## config.mk

```make
export PLATFORM = sky130hd
export DESIGN_NAME = binarize_thr_ctrl
export DESIGN_NICKNAME = d
export VERILOG_FILES = /design/src/rtl/binarize_thr_ctrl.sv
export SDC_FILE = /design/constraint.sdc
export NUM_CORES = 1
export LEC_CHECK = 0
export BUFFER_PORTS_ARGS = -buffer_cell sky130_fd_sc_hd__buf_2
export CAP_MARGIN = 20
export CORE_UTILIZATION = 60
export DETAILED_ROUTE_END_ITERATION = 6
export PLACE_DENSITY = 0.78
export RECOVER_POWER = 25
export SYNTH_ARGS = -nofsm -noshare
export SYNTH_HDL_FRONTEND = slang
export SYNTH_SLANG_ARGS = --single-unit
```

## constraint.sdc

```tcl
create_clock -name clk -period 5.7 [get_ports clk]
set_input_delay 1.14 -clock clk [delete_from_list [all_inputs] [get_ports clk]]
set_output_delay 1.14 -clock clk [all_outputs]
set_load 0.05 [all_outputs]
```

## src/rtl/binarize_thr_ctrl.sv

```systemverilog
// Per-frame adaptive threshold for the binarizer: averages frame luminance,
// applies a signed offset and clamp, and publishes during vertical blanking.
module binarize_thr_ctrl #(
  parameter int         CNT_W   = 21,
  parameter int         SUM_W   = 29,
  parameter logic [7:0] THR_DEF = 8'd64,
  parameter logic [7:0] THR_MIN = 8'd16,
  parameter logic [7:0] THR_MAX = 8'd240
) (
  input  logic       clk,
  input  logic       rst,
  input  logic       pre_frame_vsync,
  input  logic       pre_frame_de,
  input  logic [7:0] color,
  input  logic       manual_en,
  input  logic [7:0] manual_thr,
  input  logic [7:0] thr_offset,
  output logic [7:0] threshold,
  output logic       thr_valid,
  output logic       busy,
  output logic       empty_frame,
  output logic       overrun
);

  typedef enum logic [1:0] {S_IDLE, S_DIV, S_APPLY} state_t;

  localparam logic signed [9:0] MIN10 = {2'b00, THR_MIN};
  localparam logic signed [9:0] MAX10 = {2'b00, THR_MAX};

  state_t             state, state_nxt;
  logic               vsync_q;
  logic               start;
  logic               frame_end;
  logic               in_flight;
  logic [SUM_W-1:0]   acc_sum;
  logic [CNT_W-1:0]   acc_cnt;
  logic [SUM_W:0]     sum_add;
  logic [SUM_W-1:0]   sum_sat;
  logic [CNT_W-1:0]   cnt_inc;
  logic [SUM_W-1:0]   div_rem;
  logic [CNT_W-1:0]   div_cnt;
  logic [SUM_W-1:0]   trial;
  logic               rem_ge;
  logic [2:0]         bit_idx;
  logic [7:0]         quot;
  logic signed [9:0]  t_sum;
  logic [7:0]         t_auto;
  logic [7:0]         t_apply;
  logic               empty_now;

  assign frame_end = pre_frame_vsync & ~vsync_q;
  assign busy      = (state != S_IDLE);
  // a snapshot taken but not yet picked up by the FSM also blocks a new one
  assign in_flight = busy | start;

  // saturating accumulators: never wrap on oversized frames
  assign sum_add = {1'b0, acc_sum} + {{(SUM_W-7){1'b0}}, color};
  assign sum_sat = sum_add[SUM_W] ? '1 : sum_add[SUM_W-1:0];
  assign cnt_inc = (&acc_cnt) ? acc_cnt : acc_cnt + 1'b1;

  // restoring divider step; cnt<<7 always fits in SUM_W bits
  assign trial  = SUM_W'(div_cnt) << bit_idx;
  assign rem_ge = (div_rem >= trial);

  always_comb begin
    t_sum = $signed({2'b00, quot}) + $signed({{2{thr_offset[7]}}, thr_offset});
    if (t_sum < MIN10)      t_auto = THR_MIN;
    else if (t_sum > MAX10) t_auto = THR_MAX;
    else                    t_auto = t_sum[7:0];
  end

  always_comb begin
    empty_now = 1'b0;
    t_apply   = t_auto;
    if (manual_en) begin
      t_apply = manual_thr;
    end else if (div_cnt == '0) begin
      t_apply   = threshold;
      empty_now = 1'b1;
    end
  end

  always_ff @(posedge clk) begin
    if (rst) state <= S_IDLE;
    else     state <= state_nxt;
  end

  always_comb begin
    state_nxt = state;
    case (state)
      S_IDLE:  if (start) state_nxt = S_DIV;
      S_DIV:   if (bit_idx == 3'd0) state_nxt = S_APPLY;
      S_APPLY: state_nxt = S_IDLE;
      default: state_nxt = S_IDLE;
    endcase
  end

  always_ff @(posedge clk) begin
    if (rst) begin
      vsync_q     <= 1'b0;
      start       <= 1'b0;
      acc_sum     <= '0;
      acc_cnt     <= '0;
      div_rem     <= '0;
      div_cnt     <= '0;
      bit_idx     <= 3'd0;
      quot        <= 8'd0;
      threshold   <= THR_DEF;
      thr_valid   <= 1'b0;
      empty_frame <= 1'b0;
      overrun     <= 1'b0;
    end else begin
      vsync_q     <= pre_frame_vsync;
      start       <= 1'b0;
      thr_valid   <= 1'b0;
      empty_frame <= 1'b0;

      // a pixel on the frame-end cycle belongs to the next frame
      if (frame_end) begin
        acc_sum <= pre_frame_de ? SUM_W'(color) : '0;
        acc_cnt <= pre_frame_de ? CNT_W'(1) : '0;
        if (in_flight) begin
          overrun <= 1'b1;
        end else begin
          div_rem <= acc_sum;
          div_cnt <= acc_cnt;
          start   <= 1'b1;
        end
      end else if (pre_frame_de) begin
        acc_sum <= sum_sat;
        acc_cnt <= cnt_inc;
      end

      if (start) begin
        bit_idx <= 3'd7;
        quot    <= 8'd0;
      end

      if (state == S_DIV) begin
        if (rem_ge) begin
          div_rem       <= div_rem - trial;
          quot[bit_idx] <= 1'b1;
        end
        bit_idx <= bit_idx - 3'd1;
      end

      if (state == S_APPLY) begin
        threshold   <= t_apply;
        thr_valid   <= 1'b1;
        empty_frame <= empty_now;
      end
    end
  end

endmodule

```

After elaboration in Yosys (flattened, before gate mapping). Index checks and enable logic that the tools add are counted.

Word-level logic and storage cells: 82. Input port bits: 29. Output and inout bits: 12. Register bits after elaboration: 126.

Bitwise operators: 7. Eq/ne operators: 6. Muxes and demuxes: 30. Shifts and indexed selects: 1. Reductions and logical operators: 15. Add/sub/neg operators: 5. Order comparisons: 5.

Operators with widths (number): two-way mux 29 bit (7); two-way mux 8 bit (9); two-way mux 21 bit (3); adder 29 x 8 -> 30 bit (1); >= comparator 29 bit (1); << shifter 21 x 3 -> 29 bit (1); subtractor 29 bit (1); adder 21 x 1 -> 21 bit (second input constant) (1); zero test 21 bit (1); AND reduction 21 bit (1); adder 9 x 8 -> 10 bit (1); greater-than comparator 10 x 9 -> 1 bit (second input constant) (1); < comparator 10 x 6 -> 1 bit (second input constant) (1); AND reduction 2 bit (5); inequality test 2 bit (second input constant) (4); bitwise OR 8 bit (1); two-way mux 3 bit (2); nonzero test 2 bit (3); two-way mux 1 bit (5); < comparator 3 x 4 -> 1 bit (second input constant) (1); two-way mux 2 bit (2); inverter 1 bit (4); one-hot mux 2 bit (2 select lines) (1); demux 1 bit (select 3 bit) (1); other kinds (11) (11).

Depth between registers and ports, before layout. Gate-level depths: netlist (run 1).

Depth after elaboration: 7. Gate-level depth with buffers: 19. Gate-level depth less buffers: 13.

Least setup slack after synthesis (run 1). OpenSTA, ideal clock, no wires.

Path type: reg-to-reg. Start point: reg bit_idx[0]. End point: reg div_rem[2]. Stages on the path, launching flop included: 17. Required time: 5.572 ns. Period minus slack after synthesis: 3.961 ns. Path buffers: 5. Path slack: 1.739 ns. Setup time: 0.128 ns. Arrival time: 3.833 ns. Cells stage by stage: dfxtp_1 > clkbuf_1 > buf_1 > mux4_2 > mux2i_1 > ha_1 > buf_2 > a21oi_1 > o21a_1 > nor3_1 > a2111oi_2 > o221ai_1 > o21ai_2 > buf_4 > buf_4 > mux2i_1 > nor2_1.

Longest elaborated chain between the ends: 4. Elaborated cells between the ends (all ways): 5. Classes of those cells: add/sub (1); order compare (1); shift (1); mux (2).

RTL lines: start: declaration (line 44) `logic [2:0] bit_idx;`; start signal: assignment (line 144) `bit_idx <= bit_idx - 3'd1;`; << shifter 21 x 3 -> 29 bit * (line 62) `assign trial = SUM_W'(div_cnt) << bit_idx;`; subtractor 29 bit / >= comparator 29 bit (equally long branches) (line 141, 63); two-way mux 29 bit * (line 140) `if (rem_ge) begin`; two-way mux 29 bit * (line 139) `if (state == S_DIV) begin`; end signal: assignment (line 125) `div_rem <= acc_sum;`; end signal: assignment (line 141) `div_rem <= div_rem - trial;`; end: declaration (line 40) `logic [SUM_W-1:0] div_rem;`.

Mark *: on every way between the ends. The rest lies on a longest branch, timed or not. A chain may end at the register's enable or synchronous reset.

Worst setup path after layout (run 1).
Start point: reg bit_idx[0]. End point: reg div_rem[13].

The elaborated chain is that of the path after synthesis.

==> run metrics, run 1 <==
final hold violations=0; leading area contributor after synthesis=dfxtp_1; crit path time final=a little under 5 ns; # Post-CTS Setup Buffers=0; crit path DAT=around 5 ns; crit path launch type=flop; number of antenna diodes=0; RSZ-0062 raised after global routing=no; FILL cells=between 1000 and 1500; syn_nets=between 1000 and 1500; drt wl/cell=17.8 um; share of layout cells above drive strength 1=10.1%; CP required=around 6 ns; Power Total=roughly 5.8 mW; P_leak=roughly 3.6 nW; commonest cells after routing, fill and taps aside=nand2_1, dfxtp_1, a21oi_1, nor2_1, ha_1; CTS HTree Levels=4; First DRT Iteration DRCs=680; Yosys top cell area share=between 20% and 30%; Vias/cell=~6.3; synth warn=0; Synth-to-Final Area Change=9.87%; clk slew on worst S/H paths=0.06 ns; ys async rst share=0%; Post-synth EDFFs=0; chip width=121 um; vias in the first global route=~7300; GRT Total Usage=32.0%; Final nets=between 1000 and 1500; max_cap viols=2; Post-Synthesis Cells=1075; TritonCTS clock tree=done; Root Driver=clkbuf_16; multi-input logic area=0.00563 mm2; input/output buffers=40; Main synth FF type=dfxtp_1; gpl congestion=roughly 0.99; fmax=206 MHz; Least-Margin Pin Slew=~3.6 ns; dpl hpwl=between 15000 and 20000 um; Worst Slack Setup Final=roughly 0.85 ns; most common cell after layout, fill and taps aside=nand2_1; DRC viols=0; Max Slew Vio Count=112; TritonCTS Buffers=17; # hold bufs at CTS=0; CP Capture Type=flop; drt total wl=roughly 23000 um; CP Class=flop to flop; Worst Hold Class=flop to flop; Final Skew=around 0.020 ns; sequential share of the synthesized area=between 20% and 30%; initial antenna violation count=0; CTS resizes=0; Synth Cell Area=0.00853 mm2; Initial Utilization=slightly above 60%; Synth Register Bits=126; Reg area=about 0.0025 mm2; Unique masters post-synth=81; maximum vdd drop=between 0.0004 and 0.0005 V; first-pass GRT wire length=36600 um; count of final setup violators=0; setup TNS=0 ns; num rows=43; DRT Pass-1 Iters=5; die area=roughly 0.015 mm2; largest net degree at the start of global routing=72; dpl ws=around 1.1 ns; status=finished, violations left; CTS max path bufs=2; I/O pin total=between 40 and 50; Core ar.=0.0139 mm2; violated checks=capacitance limit, slew limit; CTS Sinks=126; Syn Area/Cell=7.94 um2; Worst-Skew Late Latency=about 0.44 ns; worst relative slew slack=-138%; GRT overflow=0; DR vias=around 8000; Routed Antenna Nets=0; crit share post-route=roughly 85%; Die Span Y=~120 um; crit path max fanout=31; Layout Utilization=67.5%; P per Cell Area=roughly 620 mW/mm2; Area contributors post-synth=dfxtp_1, nand2_1, ha_1, a21oi_1, nor2_1
-- where the power goes --
| part | total [mW] | switching (mW) | internal, mW |
|---|---|---|---|
| Combinational | 3.57 | 2.07 | 1.50 |
| Clock | 1.14 | 0.432 | 0.706 |
| Sequential | 1.10 | 0.0996 | 1.00 |
| Total | 5.81 | 2.60 | 3.20 |
-- cells in the mapped netlist (all sizes together) (11+ instances only) --
master  count
o21ai      46
nand4      17
nor2b      12
nand3      38
nor3       30
mux2i      26
o21a       11
nand2     172
a21oi      97
and3       17
clkbuf     42
mux4       12
buf        17
or3        11
nor2       95
a311oi     22
xnor2      27
ha         48
dfxtp     126
inv        38
xor2       17
a21o       17
nor4       13
a211oi     29
-- layer usage --
layer	up-vias	wire length (um)	global-route usage (%)
li1	3934	-	-
met1	3775	10200	42.7
met2	279	10100	49.1
met3	50	1770	7.19
met4	0	678	14.8
met5	-	0	0
-- kinds of logic (layout without fill, tap and decap cells) --
family | Yosys count | after routing | synth area share (%)
xor+xnor | 44 | 44 | 4.52
mux | 41 | 41 | 6.61
fa+ha+maj | 51 | 51 | 7.74
buf+inv | 97 | 118 | 4.61
compound gates | 285 | 285 | 23.0
simple gates | 431 | 431 | 24.0
flops | 126 | 126 | 29.6
-- layout make-up --
type	instances	share of cell area, %
Clock buffer	18	4.69
Clock inverter	14	1.94
Inverter	38	1.52
Multi-Input combinational cell	852	60.0
Sequential cell	126	26.9
Tap cell	180	2.40
Timing Repair Buffer	48	2.52
-- worst paths after layout --
check	start	endpoint	slack [ns]	depth (start not counted)
max	bit_idx[0]	div_rem[13]	0.85	14
min	acc_cnt[20]	acc_cnt[20]	0.47	2
max reg2reg	bit_idx[0]	div_rem[13]	0.85	14
min reg2reg	acc_cnt[20]	acc_cnt[20]	0.47	2
-- through the flow --
step                      std cells  instance area [um2]  hold WS, ns
after floorplan                1075                 8530        0.439
after global placement         1244                 8780        0.449
after detailed placement       1244                 8780        0.454
after CTS                      1276                 9400        0.474
after global routing           1276                 9370        0.496
final                          1276                 9370        0.473
-- state kept, by name, indices dropped and copies added, names as in the netlist, 2 cells and up --
name and flops:
acc_cnt 21, acc_sum 29, bit_idx 3, div_cnt 21, div_rem 29, quot 8, state 2, threshold 8
-- critical path, cell delays in order, from the launching register on --
cell,delay (ns)
dfxtp_1,0.84
inv_1,0.43
a211oi_1,0.29
a21oi_1,0.09
mux2i_1,0.20
ha_1,0.34
a21oi_1,0.21
o21a_1,0.21
nor3_1,0.08
a2111oi_2,0.37
o221ai_1,0.29
o21ai_4,0.48
buf_4,0.41
and3_1,0.24
a211oi_1,0.05
No activity file was read; power rests on OpenSTA's default activity.
==> run 2: changes to the inputs <==
Settings changed: CELL_PAD_IN_SITES_DETAIL_PLACEMENT set to 2, CELL_PAD_IN_SITES_GLOBAL_PLACEMENT set to 2, CORE_UTILIZATION 60 to 38, PLACE_DENSITY 0.78 to not set, PLACE_DENSITY_LB_ADDON set to 0.1.
==> run 2 against run 1 <==
Effect of this change: the run still ends with capacitance limit, slew limit left; worst hold slack worse by 0.0010 ns; utilization is 24 points lower; clock skew shrank 0.0085 ns; largest power group unchanged; clock power hardly changed; critical path depth shrank 2; via count rose by 2.7%; largest cell class unchanged.
==> run metrics, run 2 (synthesized netlist as in run 1, its figures left out) <==
crit path time final=4.55 ns (-0.308 ns); Root Driver=clkbuf_16; DR vias=8252 (+2.7%); Least-Margin Pin Slew=2.23 ns (-1.35 ns); dpl hpwl=21900 um (+34%); Worst Hold Class=flop to flop; Reg area=0.00252 mm2 (unchanged); first-pass GRT wire length=49100 um (+34%); Placed Area=0.00894 mm2 (+1.8%); drt wl/cell=22.0 um (+23%); First DRT Iteration DRCs=425 (-38%); I/O pin total=41 (unchanged); Vias/cell=5.98 (-5.0%); clk slew on worst S/H paths=0.06 ns (about the same); final hold violations=0 (unchanged); worst relative slew slack=-48.7% (+90 points); Core ar.=0.0219 mm2 (+58%); # hold bufs at CTS=0 (unchanged); share of layout cells above drive strength 1=10.5% (+0.34 points); CP required=5.92 ns (+0.09 ns); P_leak=3.62 nW (+0.73%); most common cell after layout, fill and taps aside=nand2_1; hold path cells=2 (unchanged); crit path DAT=4.76 ns (-0.22 ns); reg2reg start=bit_idx[0]; max_cap viols=2 (unchanged); Max Slew Vio Count=85 (-24%); num rows=54 (+26%); FILL cells=2516 (+110%); TritonCTS clock tree=done; Worst Setup SP=bit_idx[0]; hold_ws=0.471 ns (-0.00103 ns); CTS max path bufs=2 (unchanged); largest net degree at the start of global routing=45 (-38%); CP Class=flop to flop; Final Cell Area=0.00953 mm2 (+1.6%); crit path launch type=flop; maximum vdd drop=0.000287 V (-32%); DRC viols=0 (unchanged); commonest cells after routing, fill and taps aside=nand2_1, dfxtp_1, a21oi_1, nor2_1, ha_1; Worst Slack Setup Final=1.15 ns (+0.308 ns); Power Total=5.98 mW (+3.1%); Initial Utilization=39.0% (-22 points); GRT Total Usage=26.7% (-5.3 points); crit share post-route=79.7% (-5.4 points); die area=0.0231 mm2 (+57%); CTS resizes=0 (unchanged); initial antenna violation count=0 (unchanged); worst hold path startpoint=overrun; dpl ws=1.04 ns (-0.0107 ns); P per Cell Area=628 mW/mm2 (+1.4%); CTS HTree Levels=4 (unchanged); count of final setup violators=0 (unchanged); chip width=152 um (+25%); Worst-Skew Late Latency=0.43 ns (about the same); CP Capture Type=flop; R2R cell count=12 (-2); status=finished, violations left; DRT Pass-1 Iters=5 (unchanged); Routed Antenna Nets=0 (unchanged); violated checks=capacitance limit, slew limit; FF-to-FF End=div_rem[2]; gpl congestion=0.840 (-15%); drt total wl=30300 um (+33%); vias in the first global route=8753 (+20%); setup TNS=0 ns (unchanged); multi-input logic area=0.00563 mm2 (unchanged); Worst Setup EP=div_rem[2]; Final Skew=0.0120 ns (-0.00852 ns); Regs by FF count=acc_sum: 29 flops, div_rem: 29 flops; crit path max fanout=33 (+6.5%); RSZ-0062 raised after global routing=no; # Post-CTS Setup Buffers=0 (unchanged); reg-to-reg slack, setup=1.15 ns (+0.31 ns); Die Span Y=152 um (+25%); number of antenna diodes=0 (unchanged); GRT overflow=0 (unchanged); TritonCTS Buffers=17 (unchanged); CTS Sinks=126 (unchanged); Synth-to-Final Area Change=11.7%; fmax=220 MHz (+6.8%); Final nets=1168 (+0.43%); input/output buffers=40 (unchanged)
## run 2: cell count changes in the layout (fill, tap and decap cells not counted), sizes merged
cell and change:
clkbuf -2, clkinvlp -1, buf +6
## run 2: final cells by class
class	count	area share, %
flip-flops and latches	126	26.5
well taps	280	3.68
repair buffers	53	3.10
clock buffers	17	4.47
clock inverters	13	1.72
multi-input cells	852	59.1
inverters	38	1.50
## run 2: worst max-delay path: stages (launching register included)
cell and delay, ns:
dfxtp_1 0.53, buf_4 0.40, mux4_2 0.59, mux2i_1 0.35, ha_1 0.37, a21oi_1 0.32
a21oi_1 0.13, o21ai_1 0.51, a2111oi_4 0.15, o21ai_4 0.42, buf_12 0.26, mux2i_1 0.21
nor2_1 0.06
## run 2: worst min-delay path by stage
stage	end	slack [ns]
detailed placement	overrun	0.47
finish	overrun	0.47
floorplan	acc_cnt[20]	0.44
CTS	quot[5]	0.48
global route	quot[4]	0.51
global placement	overrun	0.45
## run 2: through the flow
stage / utilization, % / instances
detailed placement: 40.8 / 1347
floorplan: - / 1075
CTS: 43.5 / 1377
global placement: 40.8 / 1347
finish: 43.5 / 1379
global route: 43.5 / 1379
## run 2: report_power, final
| group | internal, mW | total [mW] | switching (mW) |
|---|---|---|---|
| clock | 0.686 | 1.13 | 0.441 |
| combinational | 1.52 | 3.76 | 2.24 |
| sequential | 0.999 | 1.09 | 0.0950 |
| total | 3.20 | 5.98 | 2.78 |
## run 2: layer usage
layer	routed length (um)	vias up	GRT usage (%)
li1	-	3948	-
met1	14600	4146	36.3
met2	14400	130	44.1
met3	788	28	3.94
met4	535	0	7.14
met5	0	-	0
